<file path="src/rtl/player_motion_if.sv">
// Key/state inputs and sprite position outputs for one player's motion controller.
interface player_motion_if #(
  parameter int W = 7
);
  logic         key_left;
  logic         key_right;
  logic         key_jump;
  logic [2:0]   state;
  logic [W-1:0] loc_x;
  logic [W-1:0] loc_y;
  logic         airborne;

  modport master (
    output key_left, key_right, key_jump, state,
    input  loc_x, loc_y, airborne
  );

  modport slave (
    input  key_left, key_right, key_jump, state,
    output loc_x, loc_y, airborne
  );
endinterface

</file>
<file path="src/rtl/player_motion_ctrl.sv">
// Per-player tile position controller: tick-rate-limited lane-clamped horizontal
// motion plus a GROUND/RISE/FALL jump machine, reloaded whenever the game leaves GAME.
module player_motion_ctrl #(
  parameter int W        = 7,
  parameter int X_START  = 57,
  parameter int Y_START  = 34,
  parameter int X_MIN    = 35,
  parameter int X_MAX    = 59,
  parameter int MOVE_DIV = 4,
  parameter int JUMP_H   = 6
) (
  input logic            clk,
  input logic            rst,
  player_motion_if.slave bus
);

  localparam int TW = (MOVE_DIV > 1) ? $clog2(MOVE_DIV) : 1;
  localparam int HW = $clog2(JUMP_H + 1);

  localparam logic [TW-1:0] TICK_LAST = TW'(MOVE_DIV - 1);
  localparam logic [HW-1:0] H_TOP     = HW'(JUMP_H);
  localparam logic [W-1:0]  X_INIT    = W'(X_START);
  localparam logic [W-1:0]  Y_GND     = W'(Y_START);
  localparam logic [W-1:0]  X_LO      = W'(X_MIN);
  localparam logic [W-1:0]  X_HI      = W'(X_MAX);

  typedef enum logic [2:0] {
    MENU  = 3'b000,
    GAME  = 3'b001,
    P1WIN = 3'b010,
    P2WIN = 3'b011,
    TIE   = 3'b100,
    POINT = 3'b101
  } game_t;

  typedef enum logic [1:0] {
    GROUND = 2'd0,
    RISE   = 2'd1,
    FALL   = 2'd2
  } jump_t;

  jump_t         js, js_n;
  logic [W-1:0]  loc_x, loc_x_n;
  logic [W-1:0]  loc_y, loc_y_n;
  logic [TW-1:0] tick_cnt, tick_cnt_n;
  logic [HW-1:0] height_cnt, height_cnt_n;
  logic          key_jump_d;
  logic          tick;
  logic          jump_edge;

  always_ff @(posedge clk or posedge rst) begin
    if (rst) begin
      js         <= GROUND;
      loc_x      <= X_INIT;
      loc_y      <= Y_GND;
      tick_cnt   <= '0;
      height_cnt <= '0;
      key_jump_d <= 1'b0;
    end else begin
      js         <= js_n;
      loc_x      <= loc_x_n;
      loc_y      <= loc_y_n;
      tick_cnt   <= tick_cnt_n;
      height_cnt <= height_cnt_n;
      key_jump_d <= bus.key_jump;
    end
  end

  always_comb begin
    js_n         = js;
    loc_x_n      = loc_x;
    loc_y_n      = loc_y;
    tick_cnt_n   = tick_cnt;
    height_cnt_n = height_cnt;
    tick         = (tick_cnt == TICK_LAST);
    jump_edge    = bus.key_jump & ~key_jump_d;

    case (game_t'(bus.state))
      GAME: begin
        tick_cnt_n = tick ? '0 : tick_cnt + 1'b1;

        if (tick) begin
          if (bus.key_left && !bus.key_right && (loc_x > X_LO))
            loc_x_n = loc_x - 1'b1;
          else if (bus.key_right && !bus.key_left && (loc_x < X_HI))
            loc_x_n = loc_x + 1'b1;
        end

        // Edges during RISE/FALL are dropped, so a held key cannot retrigger on landing.
        case (js)
          GROUND: begin
            if (jump_edge) begin
              js_n         = RISE;
              height_cnt_n = '0;
            end
          end
          RISE: begin
            if (tick) begin
              loc_y_n      = loc_y - 1'b1;
              height_cnt_n = height_cnt + 1'b1;
              if (height_cnt + 1'b1 == H_TOP)
                js_n = FALL;
            end
          end
          FALL: begin
            if (tick) begin
              loc_y_n = loc_y + 1'b1;
              if (loc_y + 1'b1 == Y_GND)
                js_n = GROUND;
            end
          end
          default: js_n = GROUND;
        endcase
      end

      MENU, P1WIN, P2WIN, TIE, POINT: begin
        js_n         = GROUND;
        loc_x_n      = X_INIT;
        loc_y_n      = Y_GND;
        tick_cnt_n   = '0;
        height_cnt_n = '0;
      end

      // Undefined codes freeze everything except the jump-key history.
      default: ;
    endcase
  end

  assign bus.loc_x    = loc_x;
  assign bus.loc_y    = loc_y;
  assign bus.airborne = (js != GROUND);

endmodule

</file>
<file path="src/flat_wrapper.sv">
// flat-port wrapper written by rule: the top's interface ports become plain ports
module player_motion_ctrl_flat 
#(
  parameter int W        = 7,
  parameter int X_START  = 57,
  parameter int Y_START  = 34,
  parameter int X_MIN    = 35,
  parameter int X_MAX    = 59,
  parameter int MOVE_DIV = 4,
  parameter int JUMP_H   = 6
)
  (clk, rst, bus_key_left, bus_key_right, bus_key_jump, bus_state, bus_loc_x, bus_loc_y, bus_airborne);
  player_motion_if #(.W(W)) bus_i ();
  input logic clk;
  input logic rst;
  input wire logic [$bits(bus_i.key_left)-1:0] bus_key_left;
  input wire logic [$bits(bus_i.key_right)-1:0] bus_key_right;
  input wire logic [$bits(bus_i.key_jump)-1:0] bus_key_jump;
  input wire logic [$bits(bus_i.state)-1:0] bus_state;
  output wire logic [$bits(bus_i.loc_x)-1:0] bus_loc_x;
  output wire logic [$bits(bus_i.loc_y)-1:0] bus_loc_y;
  output wire logic [$bits(bus_i.airborne)-1:0] bus_airborne;
  assign bus_i.key_left = bus_key_left;
  assign bus_i.key_right = bus_key_right;
  assign bus_i.key_jump = bus_key_jump;
  assign bus_i.state = bus_state;
  assign bus_loc_x = bus_i.loc_x;
  assign bus_loc_y = bus_i.loc_y;
  assign bus_airborne = bus_i.airborne;
  player_motion_ctrl #(.W(W), .X_START(X_START), .Y_START(Y_START), .X_MIN(X_MIN), .X_MAX(X_MAX), .MOVE_DIV(MOVE_DIV), .JUMP_H(JUMP_H)) u_core (.clk(clk), .rst(rst), .bus(bus_i));
endmodule
</file>
<file path="config.mk">
export PLATFORM = sky130hd
export DESIGN_NAME = player_motion_ctrl_flat
export DESIGN_NICKNAME = d
export VERILOG_FILES = /design/src/rtl/player_motion_if.sv /design/src/rtl/player_motion_ctrl.sv /design/src/flat_wrapper.sv
export SDC_FILE = /design/constraint.sdc
export NUM_CORES = 1
export LEC_CHECK = 0
export BUFFER_PORTS_ARGS = -buffer_cell sky130_fd_sc_hd__buf_2
export CAP_MARGIN = 0
export CORE_ASPECT_RATIO = 0.6
export CORE_MARGIN = 2
export CORE_UTILIZATION = 57
export CTS_CLUSTER_DIAMETER = 200
export DETAILED_ROUTE_END_ITERATION = 16
export GPL_TIMING_DRIVEN = 0
export MAX_ROUTING_LAYER = met4
export PLACE_DENSITY = 0.89
export SLEW_MARGIN = 20
export SYNTH_ARGS = -nofsm -noshare
export SYNTH_HDL_FRONTEND = slang
export SYNTH_SLANG_ARGS = --single-unit
</file>
<file path="constraint.sdc">
create_clock -name clk -period 3.6 [get_ports clk]
set_clock_uncertainty 0.15 [all_clocks]
set_input_delay 0.54 -clock clk [delete_from_list [all_inputs] [get_ports clk]]
set_output_delay 0.54 -clock clk [all_outputs]
set_load 0.01 [all_outputs]
</file>
==> impl_metrics.ini, run 1 <==
[routing]
routedWlPerCell_um = 15.9
first_pass_iters = 4
ant_nets = 0
vias = 1463
via_per_inst = 6.20
totalWireLength_um = 3740
drt_iter0_drc = 118
remaining_drc_errors = 0

[global_route]
grt.busiest_layer = met2
overflow = 0
use_met2 = 0.423
grt_max_degree = 23
grt_use_met1 = 0.343
antenna_found_initial = 0
grt_pass1_wl_um = 6400
first_global_vias = 1432
grt_use_met3 = 0.0553
grt_use_total = 0.262

[sta]
slew_headroom = 0.432
fin_setup_tns_ps = 0
setup_viol = 0
hold_violations = 0
rsz0062_at_grt = false
tightest_slew_ps = 850
fmax_ghz = 0.358
final-max-slew-violation-count = 0
min_period_ps = 2790
fin_crit_sh = 0.776

[synthesis]
synth_xor_area_frac = 0.0484
synthAdderAreaFrac = 0.0968
avgSynthCellArea_um2 = 9.15
synth_compound_area_frac = 0.233
synth_area_um2 = 1630
yosys_warnings = 0
ys_seq_area_frac = 0.343
synth_ff_type = dfrtp_1
async_flop_share = 1.00
synth_top_family_by_area = compound AO/OA/AOI/OAI gates
synth-seq-cells = 22
synth.net_count = 198
synth.mux.area_fraction = 0.0323
synthCells = 178
synth-edff-count = 0
synth-simple-area-share = 0.214
ys_types = 50

[placed_design]
place_area_um2 = 1780
io_buffers = 22
dp_hpwl_um = 2800
gp_congestion = 0.953

[worst_setup_path]
cp.required_ps = 3640
arrival_ps = 2830
start_kind = flip-flop
worst-path-max-fanout = 6
path_class = reg -> reg
end_kind = flip-flop

[floorplanning]
rows = 14
die_x_um = 73.0
start_util = 0.624
die_y_um = 45.4
die_area_um2 = 3310
core_um2 = 2610
boundaryPins = 23

[cells_and_area]
drive_above_1_share = 0.240
seqCellArea_um2 = 558
final_nets = 225
area_delta_synth_final_pct = 12.0
multiInputGateArea_um2 = 1020
postLayoutCellArea_um2 = 1820
post-route-util = 0.698
fillers = 208
n_antenna_cell = 0

[cts]
clk_pin_slew_ps = 80
numClockSinks = 22
cts_root_buffer = clkbuf_8
clock_latency_ps = 260
cts_setup_buffers = 0
ctsResizeCount = 0
clk_path_buf_depth = 2
h-tree-depth = 1
cts_tree = yes
cts_hold_buffers = 0
cts_made_buffers = 3

[power_and_ir_drop]
internal_power_uw = 385
power_frac_comb = 0.220
power_density_nw_per_um2 = 301
p_clk_frac = 0.292
swShare = 0.299
pwr-share-seq = 0.488
power.switching_uw = 164
p_leak_nw = 0.836
peakVddDrop_v = 0.000235
power.total_uw = 549

[min_path]
hold_path.class = in -> reg

[job]
max_cap_viol_count = 0

[status]
status = complete, no violations
==> cells in the final DEF, fill, tap and decap left out, drive strengths merged, types with 2 or more instances in the layout <==
master and count:
a211oi 3, a21o 3, a21oi 13, a22o 5, buf 26, clkbuf 4
dfrtp 16, dfstp 6, ha 11, inv 8, mux2 2, mux2i 3
nand2 18, nand2b 3, nand3 9, nand4 3, nor2 12, nor2b 8
nor3 3, nor3b 2, o21ai 12, o21bai 2, o31ai 5, or3b 2
xnor2 7, xor2 2
==> power by group through the flow <==
stage          clock network [mW]  logic [mW]  registers [mW]
6_report                    0.160       0.121           0.268
5_1_grt                     0.175       0.132           0.269
4_1_cts                     0.162       0.120           0.267
3_5_place_dp                    0       0.118           0.272
3_3_place_gp                    0       0.112           0.271
2_1_floorplan                   0      0.0885           0.270
==> routing by layer <==
metal,up-vias,share of wire
met2,44,0.46
met4,0,0.0056
li1,697,-
met3,4,0.058
met1,718,0.47
met5,-,0
==> through the flow <==
stage | cells | hold WS (ps) | worst slack, ps
after floorplan | 178 | 309 | 1080
after global placement | 232 | 324 | 903
after detailed placement | 232 | 363 | 787
after CTS | 236 | 240 | 832
after global routing | 236 | 228 | 676
final | 236 | 238 | 808
==> registers in the layout, summed over array words and instances (netlist names) <==
| register | cells |
|---|---|
| u_core.height_cnt | 3 |
| u_core.key_jump_d | 1 |
| u_core.bus.loc_x | 7 |
| u_core.bus.loc_y | 7 |
| u_core.js | 2 |
| u_core.tick_cnt | 2 |
==> critical path: stages, from the launching register on <==
cell and delay (ps):
dfrtp_1 450, o31a_1 290, o21ai_2 230, inv_1 160, ha_1 360, nor2b_1 150, o21a_1 190, a311o_1 380
xor2_1 160, a211oi_2 200
==> kinds of logic (layout without fill, tap and decap cells) <==
group / count (synthesis) / after routing
AOI/OAI and AO/OA: 52 / 52
xor gates and xnor gates: 9 / 9
adders and majority gates: 12 / 12
buffers and inverters: 12 / 38
DFF: 22 / 22
muxes: 5 / 5
and+or+nand+nor: 66 / 66
==> area by class of cell <==
cell class / instances / area share
Clock buffer: 4 / 0.0247
Tap cell: 32 / 0.0220
Multi-Input combinational cell: 144 / 0.558
Buffer: 4 / 0.0124
Sequential cell: 22 / 0.306
Timing Repair Buffer: 22 / 0.0604
Inverter: 8 / 0.0165
==> worst paths after layout <==
check,from,to,slack [ps],cells past startpoint
min,bus_key_jump,u_core.key_jump_d,240,1
min in group asynchronous,rst,u_core.bus.loc_x[1],290,2
max in group asynchronous,rst,u_core.tick_cnt[1],2490,2
max reg2reg,u_core.bus.loc_x[2],u_core.bus.loc_x[6],810,9
min reg2reg,u_core.tick_cnt[0],u_core.tick_cnt[0],380,1
max,u_core.bus.loc_x[2],u_core.bus.loc_x[6],810,9
==> Yosys cell counts (2+ instances only) <==
| library cell | number | area share |
|---|---|---|
| buf_2 | 3 | 0.0092 |
| a22o_1 | 5 | 0.027 |
| a21oi_1 | 11 | 0.034 |
| nor2b_1 | 8 | 0.031 |
| ha_1 | 11 | 0.085 |
| nand3_1 | 9 | 0.028 |
| mux2i_1 | 3 | 0.018 |
| a211oi_1 | 2 | 0.0092 |
| xnor2_1 | 7 | 0.038 |
| dfrtp_1 | 16 | 0.25 |
| a21o_1 | 3 | 0.014 |
| xor2_1 | 2 | 0.011 |
| nor2_1 | 12 | 0.028 |
| nor3_1 | 2 | 0.0061 |
| o21bai_1 | 2 | 0.0092 |
| nand4_1 | 3 | 0.012 |
| nand2_1 | 17 | 0.039 |
| inv_1 | 8 | 0.018 |
| o21ai_0 | 8 | 0.025 |
| nand2b_1 | 3 | 0.012 |
| dfstp_2 | 6 | 0.097 |
| o21ai_2 | 4 | 0.022 |
| o31ai_1 | 5 | 0.023 |
| or3b_4 | 2 | 0.014 |
No activity file was read; power rests on OpenSTA's default activity.
==> inputs of run 2 (changes only) <==
- clock period: 3.6 -> 2.81 ns (I/O delays scaled with it)
==> impl_metrics.ini, run 2 (same netlist as run 1, synthesis figures left out) <==
[routing]
drt_iter0_drc = 132
routedWlPerCell_um = 16.0
totalWireLength_um = 3800
ant_nets = 0
remaining_drc_errors = 0
via_per_inst = 6.14
first_pass_iters = 4
vias = 1462

[sta]
fin_setup_tns_ps = 0
fin_crit_sh = 0.948
tightest_slew_ps = 845
slew_headroom = 0.436
setup_viol = 0
min_period_ps = 2660
rsz0062_at_grt = false
fmax_ghz = 0.375
hold_violations = 0
final-max-slew-violation-count = 0
hold_slack_ps = 119

[worst_setup_path]
worst-path-max-fanout = 6
crit_path_start = u_core.bus.loc_x[2]
cp.required_ps = 2850
r2r_cells = 9
ff2ff_setup_slack_ps = 150
r2r_end = u_core.bus.loc_x[6]
r2r-start = u_core.bus.loc_x[2]
cp_slowest_cell = dfrtp_2
path_class = reg -> reg
arrival_ps = 2700
start_kind = flip-flop
crit_chain = o31a_1 -> o21ai_2 -> inv_2 -> ha_1 -> a21oi_1 -> nor2b_1 -> a311o_1 -> xor2_1 -> a211oi_2
critPathMaxStageDelay_ps = 470
end_kind = flip-flop

[placed_design]
gp_congestion = 0.953
dp_hpwl_um = 2800
io_buffers = 22
dp.cells = 232

[power_and_ir_drop]
power.total_uw = 707
power_density_nw_per_um2 = 382
peakVddDrop_v = 0.000302
p_leak_nw = 0.840

[cts]
cts_made_buffers = 3
numClockSinks = 22
cts_root_buffer = clkbuf_8
cts_hold_buffers = 0
clk_pin_slew_ps = 80
cts_tree = yes
clk_path_buf_depth = 2
clock_latency_ps = 260
h-tree-depth = 1

[min_path]
hold_path.class = in -> reg
worstHoldStart = bus_key_jump
hold_end = u_core.key_jump_d
worstHoldPathCells = 1

[global_route]
overflow = 0
first_global_vias = 1432
grt_pass1_wl_um = 6400
grt_use_total = 0.262
antenna_found_initial = 0
grt_max_degree = 23

[status]
status = complete, no violations

[cells_and_area]
final_nets = 227
final_cell_mix = 25 x buf_2, 17 x nand2_1, 15 x dfrtp_1
top_regs = u_core.bus.loc_x x7, u_core.bus.loc_y x7, u_core.height_cnt x3
area_delta_synth_final_pct = 13.8
final_cells = 238
fillers = 201
drive_above_1_share = 0.262
final_common_cell = buf_2
n_antenna_cell = 0
post-route-util = 0.709

[job]
max_cap_viol_count = 0

[floorplanning]
die_x_um = 73.0
start_util = 0.624
die_area_um2 = 3310
boundaryPins = 23
rows = 14
die_y_um = 45.4
core_um2 = 2610
[run 2: cell count changes in the layout (fill, tap and decap cells not counted), sizes merged]
cell	delta
buf	+2
[run 2: critical path: cells and delay by family, from the launching register on]
family | cells | cell delay [ps]
buf+inv | 1 | 120
compound gates | 5 | 1260
xor+xnor | 1 | 160
simple gates | 1 | 70
flops | 1 | 470
fa+ha+maj | 1 | 360
[run 2: power by group]
part           internal, mW  switching (mW)
registers             0.328          0.0151
clock network         0.101           0.106
logic                0.0651          0.0918
total                 0.495           0.213
[run 2: metal layers]
metal  global-route usage  part of all wire
met1                0.343              0.47
met4               0.0630            0.0032
met2                0.423              0.46
met3               0.0553             0.059
met5                    -                 0
[run 2: repair_timing]
action | in CTS | in global routing
endpoints found under the setup margin | 0 | 1
gates resized for setup | 0 | 3
setup buffers | 0 | 2
hold endpoints to repair | 0 | 0
[run 2: worst max-delay path by stage]
stage | endpoint | slack [ps] | depth (start not counted)
6_report | u_core.bus.loc_x[6] | 150 | 9
5_1_grt | u_core.bus.loc_x[6] | 60 | 9
4_1_cts | u_core.bus.loc_x[6] | 40 | 9
3_5_place_dp | u_core.bus.loc_x[6] | 60 | 9
3_3_place_gp | u_core.bus.loc_x[6] | 130 | 9
2_1_floorplan | u_core.bus.loc_x[6] | 290 | 9
[run 2: layout make-up]
cell class / count / area [um^2] / area share
buffer: 4 / 22.5 / 0.0122
tap: 32 / 40.0 / 0.0216
multi-input combinational: 144 / 1030 / 0.556
timing repair buffer: 24 / 125 / 0.0676
clock buffer: 4 / 45.0 / 0.0243
inverter: 8 / 30.0 / 0.0162
sequential: 22 / 559 / 0.302
[run 2: through the flow]
stage	area (um^2)	worst slack, ps
global placement	1780	135
CTS	1820	41.8
global route	1850	59.4
floorplan	1630	287
detailed placement	1780	63.3
finish	1850	145
==> inputs of run 3 (changes only) <==
- CORE_UTILIZATION: 57 -> 45
- PLACE_DENSITY: 0.89 -> 0.75
==> impl_metrics.ini, run 3 (same netlist as run 1, synthesis figures left out) <==
[cells_and_area]
fillers = 298
final_cells = 249
postLayoutCellArea_um2 = 1850
top_regs = u_core.bus.loc_x x7, u_core.bus.loc_y x7, u_core.height_cnt x3
final_nets = 225
final_cell_mix = 25 x buf_2, 17 x nand2_1, 16 x dfrtp_1
multiInputGateArea_um2 = 1020
final_common_cell = buf_2
area_delta_synth_final_pct = 13.5
drive_above_1_share = 0.245
n_antenna_cell = 0
seqCellArea_um2 = 558

[cts]
h-tree-depth = 1
cts_root_buffer = clkbuf_8
clk_pin_slew_ps = 90
cts_made_buffers = 3
cts_tree = yes
cts_hold_buffers = 0
numClockSinks = 22
clk_path_buf_depth = 2
clock_latency_ps = 270

[placed_design]
dp_hpwl_um = 2640
dp.cells = 245
io_buffers = 22
place_area_um2 = 1790
gp_congestion = 0.874

[routing]
ant_nets = 0
via_per_inst = 5.57
drt_iter0_drc = 107
first_pass_iters = 4
vias = 1388
routedWlPerCell_um = 14.2
totalWireLength_um = 3530
remaining_drc_errors = 0

[floorplanning]
boundaryPins = 23
die_x_um = 81.6
die_y_um = 50.6
rows = 16
die_area_um2 = 4130
core_um2 = 3360
start_util = 0.484

[job]
max_cap_viol_count = 0

[worst_setup_path]
cpLargestDelayFamily = compound AO/OA/AOI/OAI gates
path_class = reg -> reg
crit_buf_inv = 1
worst-path-max-fanout = 6
cp_slowest_cell = dfrtp_1
cp.required_ps = 2850
critPathMaxStageDelay_ps = 460
end_kind = flip-flop
crit_chain = o31a_1 -> o21ai_4 -> inv_2 -> ha_1 -> nor2b_1 -> o21a_1 -> a311o_1 -> xor2_1 -> a211oi_2
start_kind = flip-flop
arrival_ps = 2720

[sta]
tightest_slew_ps = 832
fin_crit_sh = 0.953
hold_violations = 0
setup_viol = 0
slew_headroom = 0.445
rsz0062_at_grt = false
fmax_ghz = 0.373
final-max-slew-violation-count = 0
fin_setup_tns_ps = 0
min_period_ps = 2680

[status]
status = complete, no violations

[power_and_ir_drop]
power_density_nw_per_um2 = 380
p_leak_nw = 0.835
peakVddDrop_v = 0.000241

[global_route]
first_global_vias = 1246
grt_max_degree = 23
grt_use_total = 0.194
grt_pass1_wl_um = 5890
overflow = 0
antenna_found_initial = 0

[min_path]
hold_path.class = in -> reg
-- run 3: cell types whose count changed in the layout (fill, tap and decap cells not counted), sizes merged --
cell / before / now
buf: 28 / 26
-- run 3: cell type report --
cell class                 count  area share
multi-input combinational    144       0.555
sequential                    22       0.302
timing repair buffer          22      0.0596
clock buffer                   4      0.0244
tap                           45      0.0305
inverter                       8      0.0163
buffer                         4      0.0122
-- run 3: worst paths after layout --
check | from | to | slack (ps) | depth (start not counted)
max in group asynchronous | rst | u_core.tick_cnt[1] | 1840 | 2
setup / recovery | u_core.bus.loc_x[2] | u_core.bus.loc_x[6] | 130 | 9
hold / removal | bus_key_jump | u_core.key_jump_d | 110 | 1
min in group asynchronous | rst | u_core.tick_cnt[0] | 150 | 2
setup reg to reg | u_core.bus.loc_x[2] | u_core.bus.loc_x[6] | 130 | 9
hold reg to reg | u_core.tick_cnt[0] | u_core.tick_cnt[0] | 350 | 1
-- run 3: layer usage --
| metal | vias to the layer above | wire (um) | global-route usage |
|---|---|---|---|
| li1 | 698 | - | - |
| met1 | 654 | 1860 | 0.281 |
| met2 | 32 | 1470 | 0.264 |
| met3 | 4 | 167 | 0.0522 |
| met4 | 0 | 32 | 0.0556 |
| met5 | - | 0 | - |
-- run 3: per-stage QoR --
stage	hold slack (ps)	power, mW	util	worst slack [ps]
floorplan	256	0.459	-	287
global placement	332	0.494	0.533	105
detailed placement	337	0.498	0.533	96.6
CTS	109	0.704	0.547	79.1
global route	107	0.743	0.549	46.1
finish	109	0.703	0.549	131
-- run 3: timing repair --
| item | in CTS | in global routing |
|---|---|---|
| endpoints found under the setup margin | 0 | 1 |
| gates resized for setup | 0 | 2 |
| setup buffers | 0 | 0 |
-- run 3: power breakdown --
part / internal (mW) / switching [mW]
sequential: 0.328 / 0.0139
clock: 0.101 / 0.107
combinational: 0.0639 / 0.0877
total: 0.494 / 0.209
-- run 3: worst register-to-register path, cell delays in order, from the launching register on --
cell	delay [ps]
dfrtp_1	460
o31a_1	300
o21ai_4	190
inv_2	100
ha_1	330
nor2b_1	160
o21a_1	200
a311o_1	360
xor2_1	150
a211oi_2	210
